[src/rtl/priority_scan_enc_v_pkg.sv]
// -----------------------------------------------------------------------------
// priority_scan_enc_v_pkg
//
// Purpose:
//   Shared definitions for the priority scan encoder slice: the scan FSM
//   state encoding and the index-width helper used to size the code output.
//
// Contents:
//   state_e       ST_IDLE (no pending bits) / ST_SCAN (pending bits, beat valid)
//   idx_width()   number of bits needed to express an index 0..width-1
// -----------------------------------------------------------------------------
package priority_scan_enc_v_pkg;

    typedef enum logic {
        ST_IDLE = 1'b0,
        ST_SCAN = 1'b1
    } state_e;

    // Index width for a vector of 'width' request lines. The vector is
    // at least two bits wide, so this is always at least 1.
    function automatic int idx_width(input int width);
        return (width <= 2) ? 1 : $clog2(width);
    endfunction

endpackage

[src/rtl/priority_scan_enc_v_enc_n.sv]
// -----------------------------------------------------------------------------
// priority_enc_n_v
//
// Purpose:
//   Purely combinational N-to-log2(N) priority encoder, the parametrised
//   generalisation of the 4-to-2 encoder. Reports the index of the
//   top-priority set bit and whether any bit is set.
//
// Parameters:
//   WIDTH      request vector width (>= 2)
//   MSB_FIRST  1: highest index wins; 0: bit 0 wins
//
// Ports:
//   i_vec  in   WIDTH   vector to encode
//   o_idx  out  IDX_W   top-priority index (0 when nothing is set)
//   o_any  out  1       at least one bit of i_vec is set
// -----------------------------------------------------------------------------
module priority_enc_n_v
    import priority_scan_enc_v_pkg::*;
#(
    parameter int   WIDTH     = 8,
    parameter bit   MSB_FIRST = 1'b1,
    localparam int  IDX_W     = idx_width(WIDTH)
) (
    input  logic [WIDTH-1:0] i_vec,
    output logic [IDX_W-1:0] o_idx,
    output logic             o_any
);

    // The loop walks from lowest to highest priority so that the last set
    // bit visited (the highest priority one) determines the index.
    always_comb begin
        o_idx = '0;
        o_any = 1'b0;
        for (int i = 0; i < WIDTH; i++) begin
            if (MSB_FIRST) begin
                if (i_vec[i]) begin
                    o_idx = IDX_W'(i);
                    o_any = 1'b1;
                end
            end else begin
                if (i_vec[WIDTH-1-i]) begin
                    o_idx = IDX_W'(WIDTH-1-i);
                    o_any = 1'b1;
                end
            end
        end
    end

endmodule

[src/rtl/priority_scan_enc_v.sv]
// -----------------------------------------------------------------------------
// priority_scan_enc_v
//
// Purpose:
//   Sequential priority scanner. Captures a WIDTH-bit request vector and
//   emits the index of each set bit, one per accepted beat, in priority
//   order, clearing each bit as its beat is accepted.
//
// Parameters:
//   WIDTH      request vector width (>= 2)
//   MSB_FIRST  1: highest index first; 0: bit 0 first
//   IDX_W      derived index width (not overridable)
//
// Ports:
//   i_clk        in   1      clock, rising edge
//   i_rst_n      in   1      asynchronous active-low reset
//   i_code       in   WIDTH  request vector, sampled on an accepted load
//   i_load       in   1      load request
//   o_load_rdy   out  1      a load is accepted this cycle if i_load = 1
//   i_flush      in   1      synchronous abort of the pending vector
//   o_code       out  IDX_W  index of the current top-priority set bit
//   o_valid      out  1      o_code is valid
//   i_ready      in   1      consumer takes o_code this cycle
//   o_last       out  1      current beat is the final pending bit
//   o_zero       out  1      one-cycle pulse: the loaded vector was zero
//   o_dbg_state  out  1      current scan FSM state (ST_IDLE / ST_SCAN)
//
// Handshake: a beat transfers on a rising edge where o_valid = 1 and
// i_ready = 1. While o_valid = 1 and i_ready = 0, o_code and o_last hold
// and the pending vector is untouched. o_valid never drops without a
// transfer except on i_flush or reset. A load transfers on a rising edge
// where i_load = 1 and o_load_rdy = 1; o_load_rdy depends combinationally
// on i_ready so the next vector can follow the final beat with no bubble.
// -----------------------------------------------------------------------------
module priority_scan_enc_v
    import priority_scan_enc_v_pkg::*;
#(
    parameter int   WIDTH     = 8,
    parameter bit   MSB_FIRST = 1'b1,
    localparam int  IDX_W     = idx_width(WIDTH)
) (
    input  logic             i_clk,
    input  logic             i_rst_n,
    input  logic [WIDTH-1:0] i_code,
    input  logic             i_load,
    output logic             o_load_rdy,
    input  logic             i_flush,
    output logic [IDX_W-1:0] o_code,
    output logic             o_valid,
    input  logic             i_ready,
    output logic             o_last,
    output logic             o_zero,
    output logic             o_dbg_state
);

    // -------------------------------------------------------------------------
    // State and output registers
    // -------------------------------------------------------------------------
    state_e           state_q, state_d;
    logic [WIDTH-1:0] vec_q,   vec_d;
    logic [IDX_W-1:0] code_q,  code_d;
    logic             valid_q, valid_d;
    logic             last_q,  last_d;
    logic             zero_q,  zero_d;

    logic             beat_acc;
    logic             load_rdy;
    logic             load_acc;
    logic [IDX_W-1:0] nxt_idx;
    logic             nxt_any;
    logic             nxt_single;

    // -------------------------------------------------------------------------
    // Handshake qualification
    // -------------------------------------------------------------------------
    assign beat_acc = valid_q & i_ready;
    // Ready when idle, or when the final pending bit is leaving this cycle.
    assign load_rdy = (state_q == ST_IDLE) | (valid_q & last_q & i_ready);
    assign load_acc = i_load & load_rdy;

    // -------------------------------------------------------------------------
    // Next pending vector. Flush dominates load, load dominates a beat
    // (a load can only coincide with the final beat, whose bit is being
    // dropped anyway).
    // -------------------------------------------------------------------------
    always_comb begin
        vec_d = vec_q;
        if (i_flush) begin
            vec_d = '0;
        end else if (load_acc) begin
            vec_d = i_code;
        end else if (beat_acc) begin
            vec_d = vec_q & ~(WIDTH'(1) << code_q);
        end
    end

    // The encoder looks at the next vector so that o_code, o_valid and
    // o_last can all be registered and still appear the cycle after a
    // load or a beat.
    priority_enc_n_v #(
        .WIDTH     (WIDTH),
        .MSB_FIRST (MSB_FIRST)
    ) u_enc (
        .i_vec (vec_d),
        .o_idx (nxt_idx),
        .o_any (nxt_any)
    );

    // Exactly one bit set: clearing the lowest set bit leaves nothing.
    assign nxt_single = nxt_any & ((vec_d & (vec_d - WIDTH'(1))) == '0);

    always_comb begin
        state_d = nxt_any ? ST_SCAN : ST_IDLE;
        valid_d = nxt_any;
        code_d  = nxt_idx;
        last_d  = nxt_single;
        zero_d  = ~i_flush & load_acc & (i_code == '0);
    end

    // -------------------------------------------------------------------------
    // Registers
    // -------------------------------------------------------------------------
    always_ff @(posedge i_clk or negedge i_rst_n) begin
        if (!i_rst_n) begin
            state_q <= ST_IDLE;
            vec_q   <= '0;
            code_q  <= '0;
            valid_q <= 1'b0;
            last_q  <= 1'b0;
            zero_q  <= 1'b0;
        end else begin
            state_q <= state_d;
            vec_q   <= vec_d;
            code_q  <= code_d;
            valid_q <= valid_d;
            last_q  <= last_d;
            zero_q  <= zero_d;
        end
    end

    // -------------------------------------------------------------------------
    // Outputs
    // -------------------------------------------------------------------------
    assign o_load_rdy  = load_rdy;
    assign o_code      = code_q;
    assign o_valid     = valid_q;
    assign o_last      = last_q;
    assign o_zero      = zero_q;
    assign o_dbg_state = state_q;

endmodule

[config.mk]
export PLATFORM = sky130hd
export DESIGN_NAME = priority_scan_enc_v
export DESIGN_NICKNAME = d
export VERILOG_FILES = /design/src/rtl/priority_scan_enc_v_pkg.sv /design/src/rtl/priority_scan_enc_v_enc_n.sv /design/src/rtl/priority_scan_enc_v.sv
export SDC_FILE = /design/constraint.sdc
export NUM_CORES = 1
export LEC_CHECK = 0
export CORE_MARGIN = 2
export CORE_UTILIZATION = 46
export CTS_CLUSTER_DIAMETER = 200
export DETAILED_ROUTE_END_ITERATION = 10
export PLACE_DENSITY = 0.84
export SYNTH_ARGS = -nofsm -noshare
export SYNTH_HDL_FRONTEND = slang
export SYNTH_SLANG_ARGS = --single-unit
[constraint.sdc]
create_clock -name i_clk -period 2.61 [get_ports i_clk]
set_input_delay 0.261 -clock i_clk [delete_from_list [all_inputs] [get_ports i_clk]]
set_output_delay 0.261 -clock i_clk [all_outputs]
set_load 0.05 [all_outputs]
==> results summary <==
The total length of routed met2 wires is approximately 1.1 mm. The number of buffers added to fix hold violations after cts came out at 0. The area added between synthesis and finish is 24.0%. The floorplan step set the die width to between 40 and 50 um. The length of routed wiring on met1 came out at 936 um. Among all stages on the critical path, the largest delay is contributed by sky130_fd_sc_hd__clkdlybuf4s50_1.

After the last flow step, the layout net total stands at roughly 130. The detailed-route DRC error count is 0. The quantity of gates resized following cts is 0. In this run, distinct cell masters in the synthesized netlist total 39. The routed layout has approximately 850 vias. The first routing iteration left 17 violations. The number of levels the H-tree was split into came out at 1. The worst setup path is launched from an input port. The die outline area is around 2400 um2. The clock skew after layout is 0.00660 ns. The most repeated library cell on the critical path is sky130_fd_sc_hd__clkdlybuf4s50_1. The post-synthesis mux area share is about 2.2%.

The most used flip-flop cell after synthesis is sky130_fd_sc_hd__dfrtp_1. The arrival time of data at the critical path endpoint came out at 1.95 ns. The simple-gate portion of the synthesized area is 21.4%. The XOR/XNOR share of the synthesized area is less than 1%. The Yosys step of the flow raised 0 warnings. Routed signal wires occupy layers up through met4. The standard cell core area is a little under 2000 um2. Setup repair after global routing left no endpoint under its margin. The final hold violation count is 0. The clock tree from TritonCTS is yes. The top cell types in the final layout, fill and taps aside, are 20 x sky130_fd_sc_hd__clkdlybuf4s50_1, 14 x sky130_fd_sc_hd__dfrtp_1, 13 x sky130_fd_sc_hd__nand2_1, 7 x sky130_fd_sc_hd__a21oi_1.

The path class of the tightest hold or removal check is in2async. The wire-length estimate of the detail-placed layout is about 1.8 mm. Detailed routing placed a total of between 100 and 150 um of wire on met3. TritonCTS created 3 clock buffers. The number of nets in the synthesized netlist is approximately 110. The total congestion overflow after global routing came out at 0. The adder-cell share of the synthesized area is 0%. The flow ran to the end, and the final reports show no timing, DRC or antenna violations. The overall power after layout is about 1100 uW.

The critical-path maximum fanout is 9. Post-CTS timing repair inserted 0 buffers for setup. The average cell area after synthesis came out at a little over 9 um2. Once detail routing completed, the nets flagged for antenna violations numbered 0. For the worst-skew pair, the clock arrives at the later sink with an insertion delay of ~0.28 ns. The number of placement rows came out at 16.

The most common cell after layout, fill and taps aside is sky130_fd_sc_hd__clkdlybuf4s50_1. The starting density of the core is between 40% and 50%. The count of buffers from port buffering came out at 20.

The slew at the pin closest to its max-slew limit is 0.595 ns. The antenna diode count came out at 0. The sum of negative setup slack is 0 ns. The setup path with the least slack is of type in2out.

The main combinational cell family by area after synthesis is compound AO/OA/AOI/OAI gates. The ratio of cells with drive above 1 in the final layout is 9.24%. The longest individual stage delay on the worst path is 0.86 ns. The number of antenna violations at the first check in global routing came out at 0. The capturing element type of the critical path is an output port. The total iterations of the first detailed-routing run is 4. The number of global-route vias before repair is 830. Routability-driven placement finished with a final weighted congestion of about 0.95. The clock period could shrink to around 2.2 ns. The synthesized netlist devotes 31.3% of its cell area to compound gates.

The clock-pin transition on the worst setup and hold timing paths came out at ~0.080 ns. In this run the cell area of the synthesized design comes to ~920 um2. The power density relative to cell area came out at roughly 970 nW/um2. The post-route core utilization is between 50% and 60%. The synthesized design contains 14 register bits.

The clock passes through at most 2 buffers. The share of flip-flops with an asynchronous set or reset after synthesis is 100%. The leakage power came out at around 0.00047 uW. IR analysis of the VDD net gives a maximum drop of a little over 0.5 mV. In this run the vertical extent of the chip is roughly 49 um. The critical path required time is 2.35 ns. The total length of routed wires came out at ~2.3 mm. CTS placed an instance of sky130_fd_sc_hd__clkbuf_4 at the clock tree root. The pin count of the biggest net entering global routing is 15. The number of max-capacitance violations reported is 0. After synthesis, flip-flops and latches occupy a little under two fifths of the total area. The global-route total usage across every layer came out at 20.3%. After detailed routing, the average wire length per cell comes to around 15 um.

The final clock period utilization by the worst path came out at 84.7%. The relative slew slack came out at between 60% and 70%. The clock drives 14 sinks. The number of primary I/O pins came out at 21.

The number of max-slew violations in the final report came out at 0. The final setup violation count is 0. Traced cell by cell, the critical path runs through clkdlybuf4s50_1 > a21bo_1 > clkdlybuf4s50_1. In this run, synthesis inferred 0 flip-flops with an integrated enable. The first global-routing pass estimated between 3 and 4 mm of wire. The count of mapped cells out of synthesis is ~100. Static timing analysis puts the maximum clock frequency at about 0.45 GHz. The number of vias per cell is approximately 5.8.
==> Yosys cell counts (2+ instances only) <==
master	n	area, um2
sky130_fd_sc_hd__clkbuf_1	2	7.51
sky130_fd_sc_hd__nand3_1	4	20.0
sky130_fd_sc_hd__buf_6	2	22.5
sky130_fd_sc_hd__dfrtp_1	14	350
sky130_fd_sc_hd__inv_1	4	15.0
sky130_fd_sc_hd__nand4b_1	2	17.5
sky130_fd_sc_hd__a221o_1	2	20.0
sky130_fd_sc_hd__nand2_1	13	48.8
sky130_fd_sc_hd__o22ai_1	2	12.5
sky130_fd_sc_hd__a31oi_1	2	12.5
sky130_fd_sc_hd__o21a_1	6	45.0
sky130_fd_sc_hd__mux2i_1	2	20.0
sky130_fd_sc_hd__nor2_1	6	22.5
sky130_fd_sc_hd__a21boi_0	2	15.0
sky130_fd_sc_hd__a21oi_1	7	35.0
sky130_fd_sc_hd__or2_2	2	12.5
sky130_fd_sc_hd__o21ai_0	5	25.0
sky130_fd_sc_hd__a22oi_1	2	15.0
sky130_fd_sc_hd__o31ai_4	2	42.5
==> worst max-delay path, delay by kind of cell <==
family | cells | cell delay, ns
AOI/OAI and AO/OA | 1 | 0.29
buffers and inverters | 2 | 1.40
==> flip-flops by register name, indices dropped and copies added (netlist names) <==
| register | flops |
|---|---|
| o_code | 3 |
| o_dbg_state | 1 |
| o_last | 1 |
| o_zero | 1 |
| vec_q | 8 |
==> cell type report <==
type | instances | area [um2]
clock buffers | 3 | 22.5
inverters | 4 | 15.0
well taps | 27 | 33.8
flip-flops and latches | 14 | 350
multi-input cells | 77 | 515
repair buffers | 21 | 208
fillers | 174 | 777
==> per-stage QoR <==
| stage | hold slack (ns) | setup WS (ns) | instances | instance area (um2) |
|---|---|---|---|---|
| after CTS | 0.377 | 0.411 | 146 | 1140 |
| after global routing | 0.414 | 0.338 | 146 | 1140 |
| after floorplan | -0.0346 | 0.406 | 101 | 923 |
| final | 0.353 | 0.399 | 146 | 1140 |
| after detailed placement | 0.671 | 0.294 | 143 | 1120 |
| after global placement | 0.668 | 0.405 | 143 | 1120 |
==> power breakdown <==
| group | switching (uW) | total, uW | internal [uW] | leakage [uW] |
|---|---|---|---|---|
| clock network | 63.5 | 117 | 53.5 | 0.0000138 |
| registers | 66.9 | 338 | 272 | 0.000184 |
| logic | 410 | 651 | 241 | 0.000273 |
==> path summary, 6_finish.rpt <==
kind,cells after the start,endpoint,slack [ns],from
max in group asynchronous,1,o_code[1]$_DFF_PN0_,1.86,i_rst_n
hold / removal,1,o_zero$_DFF_PN0_,0.35,i_rst_n
hold reg to reg,3,vec_q[3]$_DFF_PN0_,0.70,vec_q[3]$_DFF_PN0_
min in group i_clk,2,o_zero$_DFF_PN0_,0.61,i_code[4]
setup reg to reg,6,o_last$_DFF_PN0_,0.57,o_dbg_state$_DFF_PN0_
setup / recovery,3,o_load_rdy,0.40,i_ready
==> logic make-up (layout without fill, tap and decap cells) <==
group,count (synthesis),in the layout
mux,2,2
simple gates,37,37
compound gates,37,37
buf+inv,10,28
flops,14,14
xor+xnor,1,1
==> layer usage <==
layer	vias up	GRT usage (%)
li1	418	-
met1	397	23.1
met2	30	34.5
met3	8	3.07
met4	0	14.8
met5	-	0
Note: power is estimated with default switching activity, not from simulation.
